<file path="src/rtl/game_sequencer.sv">
// game_sequencer
// ---------------------------------------------------------------------------
// Round controller for the balance game. Turns the start button into a
// one-cycle start strobe for the level register, runs a countdown, then a
// timed play phase that judges lever equilibrium against a per-level
// tolerance, and reports win/lose plus remaining ticks to the display.
//
// Ports
//   clock         in   system clock
//   reset_n       in   asynchronous active-low reset
//   start_btn     in   debounced, synchronous start button (level)
//   alavanca1     in   signed lever 1 position (16 bit)
//   alavanca2     in   signed lever 2 position (16 bit)
//   nivel         in   latched level from the level register (2 bit)
//   nivel_locked  in   level register has latched a level
//   start_game    out  one-cycle strobe to the level register
//   level_clear   out  one-cycle strobe that resets the level register
//   state         out  FSM state code (IDLE=0 SELECT=1 COUNTDOWN=2
//                      PLAY=3 WIN=4 LOSE=5)
//   seconds_left  out  remaining ticks in COUNTDOWN/PLAY, held in WIN/LOSE
//   in_band       out  combinational equilibrium flag, 0 outside PLAY
//   win           out  high while in WIN
//   lose          out  high while in LOSE
// ---------------------------------------------------------------------------
module game_sequencer #(
  parameter int unsigned TICK_DIV         = 50000000,
  parameter int unsigned COUNTDOWN_TICKS  = 3,
  parameter int unsigned TIME_LIMIT_TICKS = 30,
  parameter int unsigned HOLD_TICKS       = 5,
  parameter int unsigned TOL0             = 4096,
  parameter int unsigned TOL1             = 2048,
  parameter int unsigned TOL2             = 1024,
  parameter int unsigned TOL3             = 512
) (
  input  logic        clock,
  input  logic        reset_n,
  input  logic        start_btn,
  input  logic [15:0] alavanca1,
  input  logic [15:0] alavanca2,
  input  logic [1:0]  nivel,
  input  logic        nivel_locked,
  output logic        start_game,
  output logic        level_clear,
  output logic [2:0]  state,
  output logic [7:0]  seconds_left,
  output logic        in_band,
  output logic        win,
  output logic        lose
);

  localparam int DIV_W = (TICK_DIV > 1) ? $clog2(TICK_DIV) : 1;

  typedef enum logic [2:0] {
    S_IDLE      = 3'd0,
    S_SELECT    = 3'd1,
    S_COUNTDOWN = 3'd2,
    S_PLAY      = 3'd3,
    S_WIN       = 3'd4,
    S_LOSE      = 3'd5
  } state_e;

  state_e             state_q;
  logic               start_q;
  logic               start_game_q;
  logic               level_clear_q;
  logic               win_q;
  logic               lose_q;
  logic [7:0]         seconds_q;
  logic [7:0]         hold_q;
  logic [DIV_W-1:0]   div_q;

  logic               start_rise;
  logic               tick;
  logic [16:0]        diff;
  logic [16:0]        mag;
  logic [16:0]        tol_sel;
  logic               band_raw;

  assign start_rise = start_btn & ~start_q;

  // The divider only advances in COUNTDOWN and PLAY, so outside those
  // states it sits at whatever it was cleared to on entry.
  assign tick = (div_q == DIV_W'(TICK_DIV - 1));

  // 17-bit sign-extended difference cannot overflow; the magnitude of the
  // most negative value (-65535) still fits in 17 unsigned bits.
  assign diff = {alavanca1[15], alavanca1} - {alavanca2[15], alavanca2};
  assign mag  = diff[16] ? (~diff + 17'd1) : diff;

  always_comb begin
    tol_sel = 17'(TOL0);
    case (nivel)
      2'd0:    tol_sel = 17'(TOL0);
      2'd1:    tol_sel = 17'(TOL1);
      2'd2:    tol_sel = 17'(TOL2);
      default: tol_sel = 17'(TOL3);
    endcase
  end

  assign band_raw = (mag <= tol_sel);

  always_ff @(posedge clock or negedge reset_n) begin
    if (!reset_n) begin
      state_q       <= S_IDLE;
      start_q       <= 1'b0;
      start_game_q  <= 1'b0;
      level_clear_q <= 1'b0;
      win_q         <= 1'b0;
      lose_q        <= 1'b0;
      seconds_q     <= 8'd0;
      hold_q        <= 8'd0;
      div_q         <= '0;
    end else begin
      start_q       <= start_btn;
      start_game_q  <= 1'b0;
      level_clear_q <= 1'b0;
      case (state_q)
        S_IDLE: begin
          if (start_rise) begin
            state_q      <= S_SELECT;
            start_game_q <= 1'b1;
            seconds_q    <= 8'(COUNTDOWN_TICKS);
            div_q        <= '0;
          end
        end
        S_SELECT: begin
          if (nivel_locked) begin
            state_q <= S_COUNTDOWN;
            div_q   <= '0;
          end
        end
        S_COUNTDOWN: begin
          div_q <= tick ? '0 : div_q + 1'b1;
          if (tick) begin
            if (seconds_q == 8'd1) begin
              state_q   <= S_PLAY;
              seconds_q <= 8'(TIME_LIMIT_TICKS);
              hold_q    <= 8'd0;
            end else begin
              seconds_q <= seconds_q - 8'd1;
            end
          end
        end
        S_PLAY: begin
          div_q <= tick ? '0 : div_q + 1'b1;
          // Any out-of-band cycle breaks the streak, not just on ticks.
          if (!band_raw) begin
            hold_q <= 8'd0;
          end else if (tick) begin
            hold_q <= hold_q + 8'd1;
          end
          if (tick) begin
            // Completing the hold wins even on the final tick of the round.
            if (band_raw && (hold_q + 8'd1 == 8'(HOLD_TICKS))) begin
              state_q <= S_WIN;
              win_q   <= 1'b1;
            end else if (seconds_q == 8'd1) begin
              state_q   <= S_LOSE;
              lose_q    <= 1'b1;
              seconds_q <= 8'd0;
            end else begin
              seconds_q <= seconds_q - 8'd1;
            end
          end
        end
        S_WIN, S_LOSE: begin
          if (start_rise) begin
            state_q       <= S_IDLE;
            level_clear_q <= 1'b1;
            seconds_q     <= 8'd0;
            win_q         <= 1'b0;
            lose_q        <= 1'b0;
            hold_q        <= 8'd0;
          end
        end
        default: state_q <= S_IDLE;
      endcase
    end
  end

  assign state        = state_q;
  assign start_game   = start_game_q;
  assign level_clear  = level_clear_q;
  assign seconds_left = seconds_q;
  assign win          = win_q;
  assign lose         = lose_q;
  assign in_band      = (state_q == S_PLAY) & band_raw;

endmodule
</file>
<file path="config.mk">
export PLATFORM = sky130hd
export DESIGN_NAME = game_sequencer
export DESIGN_NICKNAME = d
export VERILOG_FILES = /design/src/rtl/game_sequencer.sv
export SDC_FILE = /design/constraint.sdc
export NUM_CORES = 1
export LEC_CHECK = 0
export BUFFER_PORTS_ARGS = -buffer_cell sky130_fd_sc_hd__buf_2
export CORE_MARGIN = 2
export CORE_UTILIZATION = 55
export DETAILED_ROUTE_END_ITERATION = 7
export PLACE_DENSITY = 0.81
export SYNTH_ARGS = -nofsm -noshare
export SYNTH_HDL_FRONTEND = slang
export SYNTH_SLANG_ARGS = --single-unit
</file>
<file path="constraint.sdc">
create_clock -name clock -period 9.6 [get_ports clock]
set_input_delay 0.48 -clock clock [delete_from_list [all_inputs] [get_ports clock]]
set_output_delay 0.48 -clock clock [all_outputs]
set_load 0.02 [all_outputs]
</file>
* Word level (Yosys, flattened, before mapping) *
Cells that the tools add are included.

cells by class
  reductions and logical operators = 15
  magnitude comparators = 1
  add/subtract/negate cells = 5
  bitwise operators = 4
  eq/ne operators = 21
  mux-type cells = 39

operator list
  kind                     number
  $mux W8                  11
  $mux W26                 3
  $pmux W26 S3             1
  $pmux W13 S3             1
  $pmux W8 S4              1
  $add A26 B1 Y26 const B  1
  $eq A26 B26 Y1 const B   1
  $mux W3                  8
  $pmux W8 S3              1
  $ne A2 B2 Y1 const B     9
  $add A17 B1 Y17 const B  1
  $le A17 B17 Y1           1
  $mux W17                 1
  $not A17 Y17             1
  $sub A16 B16 Y17         1
  $pmux W3 S5              1
  $reduce_and A5 Y1        2
  $mux W1                  9
  $add A8 B1 Y8 const B    1
  $eq A8 B1 Y1 const B     1
  $eq A8 B3 Y1 const B     1
  $sub A8 B1 Y8 const B    1
  $reduce_and A7 Y1        1
  $eq A3 B2 Y1 const B     2
  18 further kinds         24

word-level totals
  bits in registers = 50
  input port bits = 38

* Logic depth before layout (Yosys ltp) *
Gate-level depths: netlist (run 1).

  depth after elaboration = 9
  gate-level depth with buffers = 22

* Worst setup path after synthesis (run 1) *
Ideal clock, no wire load.

  kind = in2reg
  start = input port alavanca1[0]
  end = register seconds_q[0] (netlist: seconds_left[0])
  data required time = 9.472 ns
  data arrival time = 4.565 ns
  path slack = 4.908 ns
  path buffers = 0
  stages = 20
  setup time = 0.128 ns
  cells stage by stage = inv_1 > ha_1 > inv_1 > fa_1 > a211o_1 > a21o_1 > a311oi_4 > o2111ai_1 > a21oi_2 > a31oi_1 > xor2_1 > ha_1 > nand4_1 > or4_1 > nor3_1 > a211oi_1 > a21oi_2 > o2111ai_2 > a21boi_2 > mux2_1

on the way
  word-level cells in the longest chain between the ends = 8

ends and longest elaborated chain
  item                                  RTL line  RTL
  start, declared                       38        input logic [15:0] alavanca1,
  $sub A16 B16 Y17 *                    87        assign diff = {alavanca1[15], alavanca1} - {alavanca2[15], alavanca2};
  $not A17 Y17                          88        assign mag = diff[16] ? (~diff + 17'd1) : diff;
  $add A17 B1 Y17                       88
  $mux W17 *                            88
  $le A17 B17 Y1 *                      100       assign band_raw = (mag <= tol_sel);
  $logic_and A1 B1 Y1 *                 154       if (band_raw && (hold_q + 8'd1 == 8'(HOLD_TICKS))) begin
  $ne A2 B2 Y1 (no source line) *       --
  $reduce_and A6 Y1 (no source line) *  --
  end signal, assigned                  122       seconds_q <= 8'(COUNTDOWN_TICKS);
  end signal, assigned                  137       seconds_q <= 8'(TIME_LIMIT_TICKS);
  end signal, assigned                  162       seconds_q <= seconds_q - 8'd1;
  end, declared                         68        logic [7:0] seconds_q;

Every way passes the cells marked *; elsewhere a longest branch is shown, timed or not.
A chain may end at the register's enable or synchronous reset.

* Final worst setup path (run 1) *
  start = input port alavanca1[0]
  end = output port in_band

on the way
  word-level cells in the longest chain between the ends = 6

ends and longest elaborated chain
  item                RTL line  RTL
  $sub A16 B16 Y17 *  87
  $not A17 Y17        88
  $add A17 B1 Y17     88
  $mux W17 *          88
  $le A17 B17 Y1 *    100
  $and A1 B1 Y1 *     187       assign in_band = (state_q == S_PLAY) & band_raw;
  end, declared       46        output logic in_band,

Marks and branches as above.

==> summary by stage, run 1 <==
Layout
The area growth from synthesis to layout is 10.37%. The total of fill cells in the finished design is 684. Summing all non-filler instances in the final layout gives an area of 0.004756 sq mm. The total number of nets in the final design is 672. The number of antenna diodes in the final layout is 0. The finished layout holds just over 700 standard cells, fillers aside.

The final core utilization is 62.19%. Leaving out fill and tap cells, the most frequent cell in the layout is nand2_1. Leaving out fill and tap cells, the most frequent cells in the layout are 80 x nand2_1, 53 x o21ai_0, 53 x buf_2, 50 x dfrtp_1, 44 x a21oi_1. Cells with a size suffix above 1 make up 13.46% of the layout.

Timing
The minimum hold slack is 246.7 ps. The final setup TNS is 0 ps. The clock period minus worst slack is 5379 ps. The relative slew slack is 37.24%. The pin slew with the least headroom to its limit is 938.4 ps.

The count of final hold-check violations came to 0. Setup violations remaining at the end of the flow were counted as 0. The number of max-slew violations in the final report came to 0. For this run, the top clock speed supported by timing is 185.9 MHz.

The final critical-path share of the clock period is 56.03%. The clock arrives with between 10 and 15 ps of skew. Setup repair after global routing left no endpoint under its margin.

Clocking
Gates resized during post-CTS repair numbered 0. The clock buffer count from CTS is 5. The maximum level of the CTS H-tree is 2. In this run the clock root is driven by a clkbuf_8. In this run the post-CTS setup repair buffer count came out at 0. The CTS tree is done. No sink is reached through more buffers than the 2 on the longest clock path. The post-cts hold buffer count is 0. The clock transition at the registers of the reported paths is 110 ps. The number of sinks driven by the clock tree is 50. The clock reaches the later pin of the worst-skew pair after 320 ps.

Setup path
STA classifies the critical path endpoint as an output pin. Data on the critical path arrives at its endpoint at 4900 ps. The worst reg-to-reg path cell count is 8. The end of the worst register-to-register path is div_q[20]. The number of buffer and inverter instances along the worst setup path is 4. The critical path required time is 9120 ps. The type of the setup path with the least slack is input port to output pin. For this design, the slowest cell found on the critical path is fa_1. For this run, the slowest stage of the critical path takes 450 ps. Along the worst path, the maximum fanout reaches 9.

Setup slack on the worst reg-to-reg path comes out at just under 7000 ps. The worst setup path is launched from an input port. On the critical path the largest part of the delay comes from compound AO/OA/AOI/OAI gates. Walking the worst path, the cells encountered are buf_2 -> inv_1 -> ha_1 -> inv_1 -> fa_1 -> a211o_1 -> a21o_1 -> a311oi_4 -> o2111ai_1 -> a21oi_2 -> a31oi_1 -> xor2_1 -> ha_1 -> nand4_1 -> or4_1 -> o21ai_1 -> a211oi_1 -> a21oi_2 -> o21ai_1 -> nor2_4 -> buf_2. The worst register-to-register path begins at div_q[0]. Counting buffers and inverters, the worst setup path is 21 cells deep.

Logic synthesis
The number of nets produced by synthesis is approximately 630. The fraction of registers with async set or reset after synthesis is 100.0%. The number of enable-type register cells in the synthesized netlist is 0.

In this run, distinct cell masters in the synthesized netlist total 69. The Yosys step of the flow raised 0 warnings. The number of instances in the synthesized netlist is approximately 570. Synthesis inferred 50 register bits. The sequential cell area fraction in the yosys report is 29.04%. The most used flip-flop cell after synthesis is dfrtp_1. The post-synthesis average cell area is 7.600 sq um. The post-synthesis cell area is 0.004309 sq mm.

Hold path
The class of the most critical hold timing path is input port to asynchronous set/reset pin.

Floorplan
The floorplan step defined a core boundary enclosing around 0.0076 sq mm. In this run the horizontal extent of the chip is 92.52 um. The row count is 32.

The die outline area is 0.008559 sq mm. Once the floorplan was initialized, standard cells occupied 56.35% of the core. For this design the top-level I/O count stands at 54. From bottom edge to top edge, the die measures 92.52 um.

Drt
Before antenna repair, the detailed router went through 5 iterations. The routed length on met1 is around 4900 um. After detailed routing, the number of vias per cell comes to 6.131. After detailed routing, the average wire length per cell comes to approximately 15 um.

The remaining routing DRC violations is 0. The met3 routed wirelength is ~470 um. The highest routed metal layer is met4. The total via count after detailed routing is between 4000 and 5000. The detailed router finished its first iteration with 257 violations. For this block, the routed nets add up to approximately 11000 um of wire.

The wire length on met2 is approximately 5100 um. In this run the remaining antenna-violating nets after routing total 0.

Placement
The routability-driven placement congestion ratio is 0.8638. The count of input and output buffers is 53. Including well taps, the total number of placed cells is 703. The placed standard-cell area is approximately 0.0046 sq mm.

The placed wire-length estimate is 7873 um.

GRT
Entering global routing, the biggest net connects 51 pins. The overall global routing resource usage is approximately 25%. The total overflow left after global routing is 0. The first global-routing pass estimated between 15000 and 20000 um of wire. The number of antenna violations at the first check in global routing was 0.

The number of global-route vias before repair was 4020.

Run status
The flow ran to the end, and the final reports show no timing, DRC or antenna violations.

Pwr
Dividing total power by cell area gives a power density of 148.2 mW/mm^2. The maximum vdd drop is 0.08955 mV. The analysis attributes to cell leakage a power of 0.002155 uW.

Flow run
Across the run, the number of max-cap violations was 0.
==> metal layers <==
layer	vias to the layer above	track usage (%)
li1	2158	-
met1	2049	32.76
met2	134	42.70
met3	18	2.848
met4	0	6.841
met5	-	0
==> worst max path at each step <==
stage,end,slack (ps),startpoint
2_1_floorplan,seconds_left[0],4910,alavanca1[0]
3_3_place_gp,in_band,4440,alavanca1[0]
3_5_place_dp,in_band,4290,alavanca1[0]
4_1_cts,in_band,4260,alavanca1[0]
5_1_grt,in_band,3880,alavanca1[0]
6_report,in_band,4220,alavanca1[0]
==> cell usage after synthesis (6+ instances only) <==
master,number,share of area (%)
nor3_1,17,2.0
ha_1,25,7.3
nor4_1,7,1.0
inv_1,43,3.7
nand2b_1,7,1.0
nor2b_1,6,0.87
nand3_1,22,2.6
xor2_1,9,1.8
nand4_1,13,1.9
dfrtp_1,50,29
nand2_1,80,7.0
and3_1,22,3.2
a211oi_1,7,1.2
nor2_1,34,3.0
clkbuf_1,16,1.4
a31oi_1,7,1.0
o21ai_0,53,6.2
a21oi_1,44,5.1
==> cell families (layout without fill, tap and decap cells) <==
logic type	Yosys count	after routing	share of synthesized area, %
AO/OA/AOI/OAI	178	178	26.71
XOR/XNOR	13	13	2.642
adder cells (fa/ha/maj)	26	26	7.724
buffers and inverters	64	106	5.720
flip-flops	50	50	29.04
multiplexers	6	6	1.568
AND/OR/NAND/NOR	230	230	26.60
==> cell type report <==
class / instances / area [sq um] / share of cell area [%]
sequential: 50 / 1251 / 26.31
tap: 102 / 127.6 / 2.683
clock buffer: 5 / 68.82 / 1.447
multi-input combinational: 453 / 2818 / 59.25
inverter: 43 / 161.4 / 3.394
clock inverter: 3 / 48.80 / 1.026
timing repair buffer: 55 / 280.3 / 5.893
==> stage by stage <==
stage	power [uW]	setup slack, ps
after global placement	529.7	4439
after global routing	753.6	3878
after floorplan	473.9	4908
after detailed placement	545.6	4287
final	704.8	4221
after CTS	704.3	4264
==> power breakdown <==
group          internal, uW  total (uW)  switching [uW]
logic                   101         256             155
registers               243         290            47.0
clock network          79.5         159            79.1
==> sequential cells by signal (all words and copies together) (netlist names) <==
name and flops:
seconds_left 8, win 1, lose 1, state 3
hold_q 8, div_q 26, start_game 1, level_clear 1
start_q 1
Note: power is estimated with default switching activity, not from simulation.
==> run 2: changes to the inputs <==
- CORE_UTILIZATION: 55 -> 54
- PLACE_DENSITY: 0.81 -> 0.83
- clock period: 9.6 -> 4.65 ns (I/O delays scaled with it)
==> summary by stage, run 2 (synthesized netlist as in run 1, its figures left out) <==
Pwr
Cell internal power was estimated by the tool at ~860 uW. The power density of the placed cells is just under 300 mW/mm^2. The share of total power in combinational logic is about two fifths. The maximum vdd drop is 0.1293 mV. Summed over all nets, the switching power comes to 583.5 uW.

The sequential group share of total power is 41.5%. The total design power is 1444 uW. The clock share of power is between 10% and 20%.

The leakage power is about 0.0022 uW. Of the total power, the share spent switching nets is 40.42%.

Layout
The library cell used most frequently in the layout, excluding fill and tap cells, is nand2_1. The proportion of layout cells with a drive suffix above 1 is about 17%. The flip-flop count of the largest register after layout is 26. The finished layout holds 720 standard cells, fillers aside.

The total number of nets in the final design is slightly below 700. The cell area after layout is 0.004870 sq mm. The final antenna diode count is 0. The register bank with the most flops is div_q. In the layout the commonest cells are 80 x nand2_1, 52 x buf_2, 51 x o21ai_0, 50 x dfrtp_1, 43 x a21oi_1. Relative to the synthesized area, the layout overhead comes to 13.01%.

Cells fill 63.02% of the core in the end.

Drt
In the routed design, unresolved DRC markers number 0. The iteration-0 DRC count of the detailed router is 234. The remaining antenna violation count is 0. After detailed routing, the average wire length per cell comes to 14.95 um.

The number of vias per cell after detailed routing is 6.194. The first detailed-routing pass ran for 5 iterations. The final wirelength is ~11000 um. The total via count after detailed routing is ~4500.

Setup path
Along the worst path, the maximum fanout reaches 4. The critical path in this run is classified as input port to output pin. The number of buffers and inverters on the critical path is 4. STA classifies the critical path startpoint as an input port.

The signal on the critical path passes through buf_2 -> inv_1 -> ha_2 -> inv_2 -> fa_2 -> a211o_1 -> a21o_1 -> a311oi_4 -> o2111ai_2 -> a21oi_2 -> a31oi_2 -> xor2_1 -> ha_1 -> nand4_1 -> or4_4 -> o21ai_2 -> a211oi_2 -> a21oi_2 -> o21ai_2 -> nor2_4 -> buf_6. At the worst endpoint, the required time is 4420 ps. The capturing element type of the critical path is an output pin. The delay of the slowest critical-path stage is 460 ps. For the worst setup path, the data arrival time is 4330 ps. The cell family with the largest share of critical-path delay is compound AO/OA/AOI/OAI gates.

The slowest cell on the critical path is or4_4.

Floorplan
The area of the core is about 0.0077 sq mm. The die outline height is 93.33 um. The die extent in x is just over 90 um.

The row count is 32. The die covers just under 0.009 sq mm. For this design the top-level I/O count stands at 54. The starting density of the core is between 50% and 60%.

Timing
Setup total negative slack on the finished layout was measured at 0 ps. The count of final hold-check violations is 0. The maximum clock frequency is roughly 220 MHz.

The pin slew with the least headroom to its limit is 970.0 ps. The final clock skew is 14.27 ps. The clock period minus worst slack is 4566 ps. The number of max-slew violations in the final report is 0. Of the available clock period, the critical path in the final layout requires between 90% and 100%.

Setup violations remaining at the end of the flow were counted as 0. The relative slew slack is 35.13%.

Hold path
The min-delay analysis places its worst path in the category input port to asynchronous set/reset pin.

Clocking
The CTS tree is done. In this run, post-CTS hold repair placed 0 buffers. The root buffer cell chosen for the clock tree is clkbuf_8.

The clock buffer count from CTS is 5. The latest clock arrival within the worst-skew pair is 320 ps. The worst-case clock buffer depth is 2. The clock tree synthesis step divided the H-tree into 2 levels.

Clock-pin slew was measured on the worst setup and hold paths at 100 ps. For this design, the sink count on the clock tree is 50.

Placement
At the end of routability-driven placement, the weighted congestion stood at approximately 0.96. Input and output buffers added on the ports amount to 53. Detailed placement finished with a half-perimeter wire length of ~8000 um.

Once placement finished, the instance area stood at 0.004683 sq mm. The total placed cells including tap cells is between 700 and 800.

GRT
Entering global routing, the biggest net connects 51 pins. The first-pass GRT wire length is 18170 um. The number of antenna violations at the first check in global routing was 0. Summed over all layers, the global routing overflow is 0. The number of global-route vias before repair is 4150. The overall global routing resource usage is between 20% and 30%.

Flow run
Across the run, the number of max-cap violations was 0.

Run status
The flow ran to the end, and the final reports show no timing, DRC or antenna violations.
run 2: power by group through the flow:
stage	registers [uW]	logic [uW]	clock network (uW)
2_1_floorplan	577	401	0
3_3_place_gp	597	514	0
3_5_place_dp	604	538	0
4_1_cts	595	543	280
5_1_grt	614	636	294
6_report	599	567	278
run 2: worst register-to-register path: cells and delay by family (launching register included):
kind	cells	cell delay, ps
AO/OA/AOI/OAI	2	300
adder cells (fa/ha/maj)	1	200
flip-flops	1	410
AND/OR/NAND/NOR	5	1810
run 2: final timing paths:
check | start | end | slack, ps | cells after the start
setup / recovery | alavanca1[0] | in_band | 80 | 21
hold / removal | reset_n | div_q[15] | 20 | 2
setup reg to reg | div_q[0] | div_q[20] | 1810 | 8
hold reg to reg | div_q[2] | div_q[2] | 510 | 1
max in group asynchronous | reset_n | state[0] | 4200 | 2
min in group clock | start_btn | start_q | 50 | 1
run 2: area by class of cell:
class	instances	area, sq um
clock buffers	6	82.58
well taps	102	127.6
fillers	655	2858
multi-input cells	453	2877
repair buffers	64	354.1
flip-flops and latches	50	1251
inverters	43	161.4
clock inverters	2	16.27
run 2: stage by stage:
step           hold WS [ps]  worst slack [ps]
2_1_floorplan        -63.09             205.3
3_3_place_gp          372.3             75.42
3_5_place_dp          373.3            -148.0
4_1_cts               36.14             13.11
5_1_grt               51.18            -54.79
6_report              20.84             83.91
run 2: routing by layer:
metal  track usage (%)  share of wire [%]
met5                 0                  0
met4             6.740                1.4
met3             3.223                4.9
met2             42.87                 49
met1             32.85                 45
run 2: repair_timing:
item,4_1_cts,5_1_grt
gates cloned,0,0
gates resized for setup,0,18
pin swaps,1,8
setup endpoints to repair,1,13
buffers inserted,1,2
==> run 3: changes to the inputs <==
- CORE_ASPECT_RATIO: not set -> 1.75
==> summary by stage, run 3 (synthesized netlist as in run 1, its figures left out) <==
Run status
The flow ran to the end, and the final reports show no timing, DRC or antenna violations.

Setup path
At the worst endpoint, the required time is 4420 ps. The critical path goes through buf_2 -> inv_1 -> ha_1 -> nor2b_1 -> o2111ai_1 -> a2111o_1 -> nand2_1 -> xor2_1 -> inv_1 -> a31oi_1 -> xor2_1 -> ha_1 -> nand4_1 -> or4_4 -> o21ai_4 -> a211oi_2 -> a21oi_2 -> o21ai_2 -> nor2_4 -> buf_6. The worst setup path is of the input port to output pin kind.

Along the worst path, the maximum fanout reaches 4. STA puts the critical path data arrival time at roughly 4300 ps. The capturing element type of the critical path is an output pin. For this run, the slowest stage of the critical path takes between 500 and 600 ps. The slowest cell on the critical path is a2111o_1. The worst setup path is launched from an input port.

Pwr
The sequential group share of total power is a little under two fifths. The fraction of power spent switching nets is about two fifths. VDD sags by at most 0.2355 mV.

In this run the static leakage power is 0.002280 uW. Combinational cells account for a little under two fifths of the total power. In this run the power density over the cells is 324.6 mW/mm^2. In this run the power spent charging and discharging nets is 629.8 uW. The internal power consumption is 1007 uW. The design draws 1637 uW.

The clock network burns 26.2% of the power.

Timing
The number of max-slew violations in the final report is 0. Between clock sinks in the finished design, the worst skew comes to 5.792 ps. Based on the critical path, the design can be clocked at up to 221.3 MHz. The final critical-path share of the clock period is 97.16%. The total setup violations reported at the end of the flow is 0. For the pin with the worst max-slew slack, the measured transition is 1139 ps.

The minimum hold slack is between 50 and 60 ps. The routed design could run at a clock period as short as ~4500 ps. Measured against its own limit, the worst slew margin works out to about a quarter.

The count of final hold-check violations is 0.

Clocking
Clock-pin slew was measured on the worst setup and hold paths at 70 ps. The CTS tree is done. Buffers inserted during clock tree synthesis total 5. The clock tree root buffer cell is clkbuf_16. The H-tree was split into 2 levels. At the later pin of the worst-skew pair, clock insertion delay measures 290 ps.

Buffers inserted to repair hold after CTS numbered 0. The number of sinks driven by the clock tree is 50. The worst-case clock buffer depth is 2.

Placement
The routability-driven placement congestion ratio is 0.9462. In this run the tool buffered the top-level ports with 53 buffer cells. After legalization and detailed placement, the total HPWL measured 8490 um.

Layout
The total number of nets in the final design is 686. The final antenna diode count is 0. The register bank with the most flops is div_q. In the layout the commonest cells are 80 x nand2_1, 51 x buf_2, 50 x o21ai_0, 50 x dfrtp_1, 44 x a21oi_1. The total of fill cells in the finished design is 641. The area growth from synthesis to layout is 17.04%. The proportion of layout cells with a drive suffix above 1 is 18.62%.

Leaving out fill and tap cells, the most frequent cell in the layout is nand2_1. The register with the most flip-flops in the layout has 26 of them.

Drt
The iteration-0 DRC count of the detailed router is between 300 and 400. In the routed layout, each cell is associated on average with a via count of between 6 and 7. Dividing the detail-routed wire length by the instance count gives 16.34 um.

Summed over all layers, the routed wires come to 11650 um. The number of iterations in the first detailed-routing pass is 5. For this block, the via count after detailed routing is between 4000 and 5000. In the routed design, unresolved DRC markers number 0.

The detail route stage leaves a number of antenna-violating nets equal to 0.

Floorplan
The die outline area is about 0.009 sq mm. Row generation in the floorplan step produced 43 rows. The total area inside the core boundary comes to ~0.0079 sq mm. The starting density of the core is 54.86%. Measured along the y axis, the die boundary spans 122.2 um.

During I/O placement, the number of pins put on the boundary was 54. The die is between 70 and 80 um wide.

GRT
The largest net degree at the start of global routing is just over 50. The total overflow reported by the global router is 0. The number of global-route vias before repair is 4458. The first-pass GRT wire length is 18840 um. The number of antenna violations at the first check in global routing was 0. The overall global routing resource usage is between 20% and 30%.

Flow run
The max-capacitance violation count is 0.

Hold path
The worst hold path belongs to the class input port to flop.
run 3: cell types whose count changed in the layout (fill, tap and decap cells not counted), moves of 2 or more:
cell / previous run / this run
nor3_1: 16 / 14
clkbuf_8: 6 / 0
buf_4: 11 / 15
nor3_2: 2 / 4
clkbuf_16: 0 / 5
run 3: cell type report:
type	count	area (sq um)	share of cell area, %
flip-flops and latches	50	1251	24.81
inverters	43	161.4	3.200
clock inverters	3	47.55	0.9427
repair buffers	68	390.4	7.740
well taps	90	112.6	2.233
clock buffers	5	125.1	2.481
multi-input cells	454	2955	58.60
run 3: metrics by stage:
step / area, sq um / utilization (%) / setup TNS, ps / instances / setup slack, ps
floorplan: 4309 / - / 0 / 567 / 205.3
global placement: 4683 / 59.62 / -18.90 / 699 / -9.512
detailed placement: 4683 / 59.62 / -2252 / 699 / -177.5
CTS: 4868 / 61.98 / 0 / 707 / 3.149
global route: 5044 / 64.21 / -318.5 / 713 / -109.5
finish: 5044 / 64.21 / 0 / 713 / 132.2
run 3: worst max-delay path, delay by kind of cell:
family / cells / cell delay (ps)
AOI/OAI and AO/OA: 7 / 1590
xor gates and xnor gates: 2 / 340
adders and majority gates: 2 / 620
buffers and inverters: 4 / 390
and+or+nand+nor: 5 / 1120
run 3: final timing paths:
kind / cells past startpoint / endpoint / slack [ps] / startpoint
worst max register to register: 8 / hold_q[3] / 1780 / seconds_left[3]
min in group asynchronous: 1 / div_q[15] / 170 / reset_n
worst max-delay path: 20 / in_band / 130 / alavanca2[1]
max in group asynchronous: 1 / hold_q[5] / 3790 / reset_n
worst min register to register: 2 / lose / 520 / lose
worst min-delay path: 1 / start_q / 60 / start_btn
run 3: repair_timing:
action	CTS	global route
gates cloned	0	1
pin swaps	0	9
setup buffers	0	5
resized for setup	2	30
setup endpoints to repair	1	19
run 3: power by group through the flow:
| stage | logic, uW | clock network (uW) | registers, uW |
|---|---|---|---|
| 2_1_floorplan | 401 | 0 | 577 |
| 3_3_place_gp | 509 | 0 | 600 |
| 3_5_place_dp | 534 | 0 | 604 |
| 4_1_cts | 544 | 426 | 599 |
| 5_1_grt | 674 | 443 | 615 |
| 6_report | 606 | 429 | 603 |
run 3: layer usage:
layer | GRT usage, % | wire (um) | vias to the layer above | part of all wire (%)
li1 | - | - | 2190 | -
met1 | 26.02 | 4119 | 2131 | 35
met2 | 51.39 | 6646 | 144 | 57
met3 | 2.812 | 421 | 44 | 3.6
met4 | 13.68 | 460 | 0 | 3.9
met5 | 0 | 0 | - | 0
